===== src/rtl/param_memory_if.sv =====
// ---------------------------------------------------------------------------
// param_memory_if
// Request/response bundle for param_memory.
//
// Signals
//   req_valid / req_ready   request handshake (accept when both high)
//   req_wr                  1 = write, 0 = read
//   req_addr  [ADDR_W]      word address
//   req_wdata [DATA_W]      write data
//   rd_valid                one-cycle pulse per accepted read
//   rd_data   [DATA_W]      read data, held between rd_valid pulses
//   addr_err                one-cycle pulse after an out-of-range accept
//   busy                    clear sequence in progress
//   perr_inject / rd_perr   parity test/report, only with PARAM_MEMORY_PARITY_EN
//
// Modports: master (bus master / bench), slave (the memory).
// Optional feature macro: PARAM_MEMORY_PARITY_EN.
// ---------------------------------------------------------------------------
interface param_memory_if #(
    parameter int DATA_W = 2,
    parameter int ADDR_W = 4
);
    logic              req_valid;
    logic              req_ready;
    logic              req_wr;
    logic [ADDR_W-1:0] req_addr;
    logic [DATA_W-1:0] req_wdata;
    logic              rd_valid;
    logic [DATA_W-1:0] rd_data;
    logic              addr_err;
    logic              busy;
`ifdef PARAM_MEMORY_PARITY_EN
    logic              perr_inject;
    logic              rd_perr;

    modport master (
        output req_valid, req_wr, req_addr, req_wdata, perr_inject,
        input  req_ready, rd_valid, rd_data, addr_err, busy, rd_perr
    );
    modport slave (
        input  req_valid, req_wr, req_addr, req_wdata, perr_inject,
        output req_ready, rd_valid, rd_data, addr_err, busy, rd_perr
    );
`else
    modport master (
        output req_valid, req_wr, req_addr, req_wdata,
        input  req_ready, rd_valid, rd_data, addr_err, busy
    );
    modport slave (
        input  req_valid, req_wr, req_addr, req_wdata,
        output req_ready, rd_valid, rd_data, addr_err, busy
    );
`endif
endinterface


===== src/rtl/param_memory.sv =====
// ---------------------------------------------------------------------------
// param_memory
// Parametrised single-port synchronous memory with a valid/ready request
// handshake, 1- or 2-cycle read latency, a hardware clear sequence after
// reset and out-of-range address detection.
//
// Ports
//   clk   in   single clock, rising edge
//   rst   in   synchronous active-high reset
//   bus   param_memory_if.slave (request in, read response / status out)
//
// Parameters
//   DATA_W   word width
//   ADDR_W   address width
//   DEPTH    number of words, 1..2**ADDR_W
//   RD_LAT   accept-to-rd_valid latency, 1 or 2
//   INIT_VAL value written to every word during clear
//
// Optional feature macro: PARAM_MEMORY_PARITY_EN
//   Adds an even-parity bit per word, bus.perr_inject (invert stored parity
//   on a write) and bus.rd_perr (parity mismatch, qualified by rd_valid).
// ---------------------------------------------------------------------------
module param_memory #(
    parameter int              DATA_W   = 2,
    parameter int              ADDR_W   = 4,
    parameter int              DEPTH    = 16,
    parameter int              RD_LAT   = 1,
    parameter logic [DATA_W-1:0] INIT_VAL = '0
) (
    input  logic          clk,
    input  logic          rst,
    param_memory_if.slave bus
);

    localparam logic [ADDR_W-1:0] LAST_ADDR = ADDR_W'(DEPTH - 1);
    localparam logic [ADDR_W:0]   DEPTH_V   = (ADDR_W + 1)'(DEPTH);

    typedef enum logic {
        ST_CLEAR = 1'b0,
        ST_RUN   = 1'b1
    } state_t;

    state_t            r_state,   w_state_next;
    logic [ADDR_W-1:0] r_clr_cnt, w_clr_cnt_next;

    // ------------------------------------------------------------------
    // Control FSM: CLEAR walks every word once, then RUN forever.
    // ------------------------------------------------------------------
    always_ff @(posedge clk) begin
        if (rst) begin
            r_state   <= ST_CLEAR;
            r_clr_cnt <= '0;
        end else begin
            r_state   <= w_state_next;
            r_clr_cnt <= w_clr_cnt_next;
        end
    end

    always_comb begin
        w_state_next   = r_state;
        w_clr_cnt_next = r_clr_cnt;
        if (r_state == ST_CLEAR) begin
            w_clr_cnt_next = r_clr_cnt + 1'b1;
            if (r_clr_cnt == LAST_ADDR) begin
                w_state_next   = ST_RUN;
                w_clr_cnt_next = '0;
            end
        end
    end

    logic w_ready;
    logic w_accept;
    logic w_rd_accept;
    logic w_in_range;

    assign w_ready     = (r_state == ST_RUN);
    // A request coinciding with reset is not taken; reset owns that edge.
    assign w_accept    = bus.req_valid && w_ready && !rst;
    assign w_rd_accept = w_accept && !bus.req_wr;
    assign w_in_range  = ({1'b0, bus.req_addr} < DEPTH_V);

    assign bus.req_ready = w_ready;
    assign bus.busy      = (r_state == ST_CLEAR);

    // ------------------------------------------------------------------
    // Storage: one write port shared by the clear walker and requests.
    // ------------------------------------------------------------------
    logic [DATA_W-1:0] r_mem [DEPTH];
    logic              w_wr_en;
    logic [ADDR_W-1:0] w_wr_addr;
    logic [DATA_W-1:0] w_wr_data;

    always_comb begin
        w_wr_en   = 1'b0;
        w_wr_addr = bus.req_addr;
        w_wr_data = bus.req_wdata;
        if (r_state == ST_CLEAR) begin
            w_wr_en   = 1'b1;
            w_wr_addr = r_clr_cnt;
            w_wr_data = INIT_VAL;
        end else begin
            // Out-of-range writes are dropped rather than aliased.
            w_wr_en = w_accept && bus.req_wr && w_in_range;
        end
    end

    always_ff @(posedge clk) begin
        if (w_wr_en) begin
            r_mem[w_wr_addr] <= w_wr_data;
        end
    end

    // Registered array read; no reset so it maps onto RAM output registers.
    logic [DATA_W-1:0] r_rd_word;
    always_ff @(posedge clk) begin
        if (w_rd_accept && w_in_range) begin
            r_rd_word <= r_mem[bus.req_addr];
        end
    end

    // r_rd_zero masks the RAM word: set by reset (rd_data resets to 0) and
    // by an out-of-range read (which must return 0).
    logic r_rd_v;
    logic r_rd_zero;
    logic r_addr_err;
    always_ff @(posedge clk) begin
        if (rst) begin
            r_rd_v     <= 1'b0;
            r_rd_zero  <= 1'b1;
            r_addr_err <= 1'b0;
        end else begin
            r_rd_v     <= w_rd_accept;
            r_addr_err <= w_accept && !w_in_range;
            if (w_rd_accept) begin
                r_rd_zero <= !w_in_range;
            end
        end
    end

    assign bus.addr_err = r_addr_err;

`ifdef PARAM_MEMORY_PARITY_EN
    // Parity bit array alongside the data array.
    logic r_mem_par [DEPTH];
    logic w_wr_par;
    logic r_rd_par;

    always_comb begin
        w_wr_par = ^w_wr_data;
        if (r_state == ST_RUN) begin
            w_wr_par = (^w_wr_data) ^ bus.perr_inject;
        end
    end

    always_ff @(posedge clk) begin
        if (w_wr_en) begin
            r_mem_par[w_wr_addr] <= w_wr_par;
        end
    end

    always_ff @(posedge clk) begin
        if (w_rd_accept && w_in_range) begin
            r_rd_par <= r_mem_par[bus.req_addr];
        end
    end
`endif

    // ------------------------------------------------------------------
    // Output pipeline. Stage 0 is the RAM read register; stages 1..RD_LAT-1
    // are plain registers. Data/parity only advance with a valid token so
    // rd_data holds its value between pulses.
    // ------------------------------------------------------------------
    logic              w_s_v [RD_LAT];
    logic [DATA_W-1:0] w_s_d [RD_LAT];

    assign w_s_v[0] = r_rd_v;
    assign w_s_d[0] = r_rd_zero ? '0 : r_rd_word;

`ifdef PARAM_MEMORY_PARITY_EN
    logic w_s_p [RD_LAT];
    assign w_s_p[0] = !r_rd_zero && (r_rd_par != ^r_rd_word);
`endif

    genvar gi;
    generate
        for (gi = 1; gi < RD_LAT; gi++) begin : g_stage
            logic              r_v;
            logic [DATA_W-1:0] r_d;
            always_ff @(posedge clk) begin
                if (rst) begin
                    r_v <= 1'b0;
                    r_d <= '0;
                end else begin
                    r_v <= w_s_v[gi-1];
                    if (w_s_v[gi-1]) begin
                        r_d <= w_s_d[gi-1];
                    end
                end
            end
            assign w_s_v[gi] = r_v;
            assign w_s_d[gi] = r_d;
`ifdef PARAM_MEMORY_PARITY_EN
            logic r_p;
            always_ff @(posedge clk) begin
                if (rst) begin
                    r_p <= 1'b0;
                end else if (w_s_v[gi-1]) begin
                    r_p <= w_s_p[gi-1];
                end
            end
            assign w_s_p[gi] = r_p;
`endif
        end
    endgenerate

    assign bus.rd_valid = w_s_v[RD_LAT-1];
    assign bus.rd_data  = w_s_d[RD_LAT-1];
`ifdef PARAM_MEMORY_PARITY_EN
    assign bus.rd_perr  = w_s_v[RD_LAT-1] && w_s_p[RD_LAT-1];
`endif

endmodule


===== src/flat_wrapper.sv =====
// flat-port wrapper written by rule: the top's interface ports become plain ports
module param_memory_flat 
#(
    parameter int              DATA_W   = 2,
    parameter int              ADDR_W   = 4,
    parameter int              DEPTH    = 16,
    parameter int              RD_LAT   = 1,
    parameter logic [DATA_W-1:0] INIT_VAL = '0
)
  (clk, rst, bus_req_valid, bus_req_wr, bus_req_addr, bus_req_wdata, bus_req_ready, bus_rd_valid, bus_rd_data, bus_addr_err, bus_busy);
  param_memory_if #(.DATA_W(DATA_W), .ADDR_W(ADDR_W)) bus_i ();
  input  logic clk;
  input  logic rst;
  input wire logic [$bits(bus_i.req_valid)-1:0] bus_req_valid;
  input wire logic [$bits(bus_i.req_wr)-1:0] bus_req_wr;
  input wire logic [$bits(bus_i.req_addr)-1:0] bus_req_addr;
  input wire logic [$bits(bus_i.req_wdata)-1:0] bus_req_wdata;
  output wire logic [$bits(bus_i.req_ready)-1:0] bus_req_ready;
  output wire logic [$bits(bus_i.rd_valid)-1:0] bus_rd_valid;
  output wire logic [$bits(bus_i.rd_data)-1:0] bus_rd_data;
  output wire logic [$bits(bus_i.addr_err)-1:0] bus_addr_err;
  output wire logic [$bits(bus_i.busy)-1:0] bus_busy;
  assign bus_i.req_valid = bus_req_valid;
  assign bus_i.req_wr = bus_req_wr;
  assign bus_i.req_addr = bus_req_addr;
  assign bus_i.req_wdata = bus_req_wdata;
  assign bus_req_ready = bus_i.req_ready;
  assign bus_rd_valid = bus_i.rd_valid;
  assign bus_rd_data = bus_i.rd_data;
  assign bus_addr_err = bus_i.addr_err;
  assign bus_busy = bus_i.busy;
  param_memory #(.DATA_W(DATA_W), .ADDR_W(ADDR_W), .DEPTH(DEPTH), .RD_LAT(RD_LAT), .INIT_VAL(INIT_VAL)) u_core (.clk(clk), .rst(rst), .bus(bus_i));
endmodule

===== config.mk =====
export PLATFORM = sky130hd
export DESIGN_NAME = param_memory_flat
export DESIGN_NICKNAME = d
export VERILOG_FILES = /design/src/rtl/param_memory_if.sv /design/src/rtl/param_memory.sv /design/src/flat_wrapper.sv
export SDC_FILE = /design/constraint.sdc
export NUM_CORES = 1
export LEC_CHECK = 0
export CAP_MARGIN = 40
export CORE_AREA = 2 2 65 79
export CTS_CLUSTER_DIAMETER = 30
export DETAILED_ROUTE_END_ITERATION = 12
export DIE_AREA = 0 0 67 81
export HOLD_SLACK_MARGIN = 0.06
export PLACE_DENSITY = 0.54
export SYNTH_ARGS = -nofsm -noshare
export SYNTH_HDL_FRONTEND = slang
export SYNTH_SLANG_ARGS = --single-unit
export TNS_END_PERCENT = 100

===== constraint.sdc =====
create_clock -name clk -period 2.3 [get_ports clk]
set_input_delay 0.345 -clock clk [delete_from_list [all_inputs] [get_ports clk]]
set_output_delay 0.345 -clock clk [all_outputs]
set_load 0.01 [all_outputs]

==> results.txt <==
status: completed
Mapped Avg Cell Area: 13.3 um2
setup ws final: 0.416 ns
asr flop ratio synth: 0%
fin nets: 165
Slew Viols, Final: 0
Placed Instances: 207
Cells after Synth: 135
Syn. warnings: 0
hold slack: 0.503 ns
commonest cells in the netlist: edfxtp_1 (34), nor2_1 (26), nand2_1 (11)
Detail Placement HPWL: 2490 um
Slew @ Worst Pin: 0.548 ns
num rows: 28
Worst R2R Path Depth: 5
antenna viol nets, final: 0
unrepaired setup endpoints after global routing: false
Worst EP arrival: 1.54 ns
CP max stage delay: 0.57 ns
fillcell total: 453
sequential share of the synthesized area: 64.5%
Layout Cells excl Fill: 215
WS Path Type: flip-flop to primary output
clk buf depth: 2
Ports: 16
worst-path fanout max: 19
CP Cell Sequence: buf_4 > inv_1 > clkdlybuf4s50_1
register bit total from synthesis: 41
cell accounting for the most synthesized area: edfxtp_1
Tightest Hold Check Type: flip-flop to flip-flop
Final Cycle Share: 81.9%
Post-Route WL: 3300 um
initial antenna violation count: 0
final core occ: 44.9%
Cell Pwr Density: 709 nW/um2
Final Hold Vio Count: 0
Internal Pwr Total: 1190 uW
Final Critical Period: 1.88 ns
Leakage Power: 0.000712 uW
RePlAce Congestion: 0.768
clock root buffer: clkbuf_8
mapped cell area: 1800 um2
Unique masters post-synth: 33
CP Data Required Time: 1.96 ns
first-pass GRT wire length: 5530 um
die span in y: 81 um
Initial Utilization: 37.8%
clk sinks: 41
Setup-failing EPs final: 0
most common cell in the netlist: edfxtp_1
Post-CTS Setup Bufs: 0
Core ar.: 4760 um2
Clk pwr share: 38.2%
drt wl/cell: 15.3 um
# diodes: 0
Clock Skew: 0.00702 ns
gr usage total: 14.4%
layout cells sized above 1: 12.3%
Post-synth EDFFs: 34
CTS tree: done
crit start category: flip-flop
CTS H-Tree Depth: 2
vias in the first global route: 1103
pre-CTS setup slack: 0.189 ns
cts repair resizes: 0
maxcap violations: 0
# port buffers: 14
hold depth: 2
Syn Nets: 146
DR pass1 iterations: 4
DR DRC count: 0
DRT iter0 DRCs: 68
multi-input logic area: 582 um2
Main synth FF type: edfxtp_1
largest net degree at the start of global routing: 20
f_max: 531 MHz
Rel. slew slack: 63.5%
total number of vias: 1093
Synth area leaders: edfxtp_1 (57%), dfxtp_1 (7.8%), mux4_2 (6.3%)
CP endpoint kind: primary output
Layout area overhead: 18.8%
chip width: 67 um
hold buffers post-CTS: 0
DR vias/cell: 5.08
CTS buffer count: 5
setup TNS: 0 ns
Comb pwr share: 7.5%
clk_lat worst skew: 0.29 ns
Sequential Power Share: 54.3%
sw frac: 21.3%
Register Area: 1160 um2
GRT overflow: 0
Synth top area share: 56.7%
Worst path slowest cell: clkdlybuf4s50_1
die footprint: 5430 um2
Worst VDD drop: 445 uV
net switching power: 324 uW
clock transition at the registers of the reported paths: 0.08 ns
==> routing by layer <==
layer / vias to the layer above / part of all wire (%) / GRT usage [%]
li1: 534 / - / -
met5: - / 0 / 0
met3: 8 / 3.3 / 3.46
met2: 20 / 51 / 23.9
met1: 531 / 43 / 17.2
met4: 0 / 2.2 / 7.35
==> logic make-up after synthesis <==
kind of cell | after synthesis | synth area share [%]
compound gates | 16 | 6.05
xor+xnor | 1 | 0.487
fa+ha+maj | 1 | 0.695
buf+inv | 11 | 3.20
flops | 41 | 64.5
mux | 11 | 11.4
other cells | 1 | 0.208
simple gates | 53 | 13.5
==> worst max-delay path, delay by kind of cell, from the launching register on <==
| family | cells | cell delay, ns |
|---|---|---|
| buffers and inverters | 3 | 0.94 |
| DFF | 1 | 0.30 |
==> cells in the final DEF (no fill, tap or decap), drive strengths merged <==
cell type	n
nand3b	1
mux2i	4
a21oi	7
nor3	1
nand2b	2
bufinv	1
o32a	1
clkinvlp	1
a31oi	1
mux4	7
nor2	26
a32oi	2
or3	1
ha	1
and2	3
nand2	11
clkbuf	5
clkdlybuf4s50	14
inv	4
nor4b	2
and3	1
clkinv	1
xnor2	1
nand3	1
buf	5
conb	1
dfxtp	7
o2bb2ai	1
o21ai	2
nor2b	4
edfxtp	34
o22ai	1
a221oi	1
==> layout make-up <==
cell class,count,share of cell area [%]
Sequential cell,41,54.3
Multi-Input combinational cell,83,27.2
Timing Repair Buffer,19,8.89
Tap cell,60,3.51
Clock buffer,5,3.22
Clock inverter,3,2.17
Inverter,4,0.702
==> sequential cells by signal (all words and copies together), names as in the netlist <==
name                  cells
u_core.r_rd_word          2
u_core.bus.rd_valid       1
u_core.r_clr_cnt          4
u_core.r_rd_zero          1
u_core.r_mem             32
u_core.bus.req_ready      1
==> per-stage QoR <==
step,instance area (um2),total power (uW)
6_report,2140,1520
2_1_floorplan,1800,911
5_1_grt,2140,1580
4_1_cts,2140,1530
3_5_place_dp,2020,955
3_3_place_gp,2020,954
==> power by group through the flow <==
stage / clock network [uW] / registers (uW) / logic (uW)
after floorplan: 0 / 836 / 75.1
after global placement: 0 / 840 / 114
after detailed placement: 0 / 841 / 115
after CTS: 590 / 824 / 115
after global routing: 630 / 826 / 126
final: 580 / 823 / 113
==> path summary, 6_finish.rpt <==
| kind | end | slack, ns | start |
|---|---|---|---|
| setup / recovery | bus_busy | 0.42 | u_core.bus.req_ready$_SDFF_PP0_ |
| setup reg to reg | u_core.r_mem[12][0]$_DFFE_PP_ | 0.76 | u_core.bus.req_ready$_SDFF_PP0_ |
| hold reg to reg | u_core.r_rd_zero$_SDFFE_PP1P_ | 0.50 | u_core.r_rd_zero$_SDFFE_PP1P_ |
| hold / removal | u_core.r_rd_zero$_SDFFE_PP1P_ | 0.50 | u_core.r_rd_zero$_SDFFE_PP1P_ |
No activity file was read; power rests on OpenSTA's default activity.
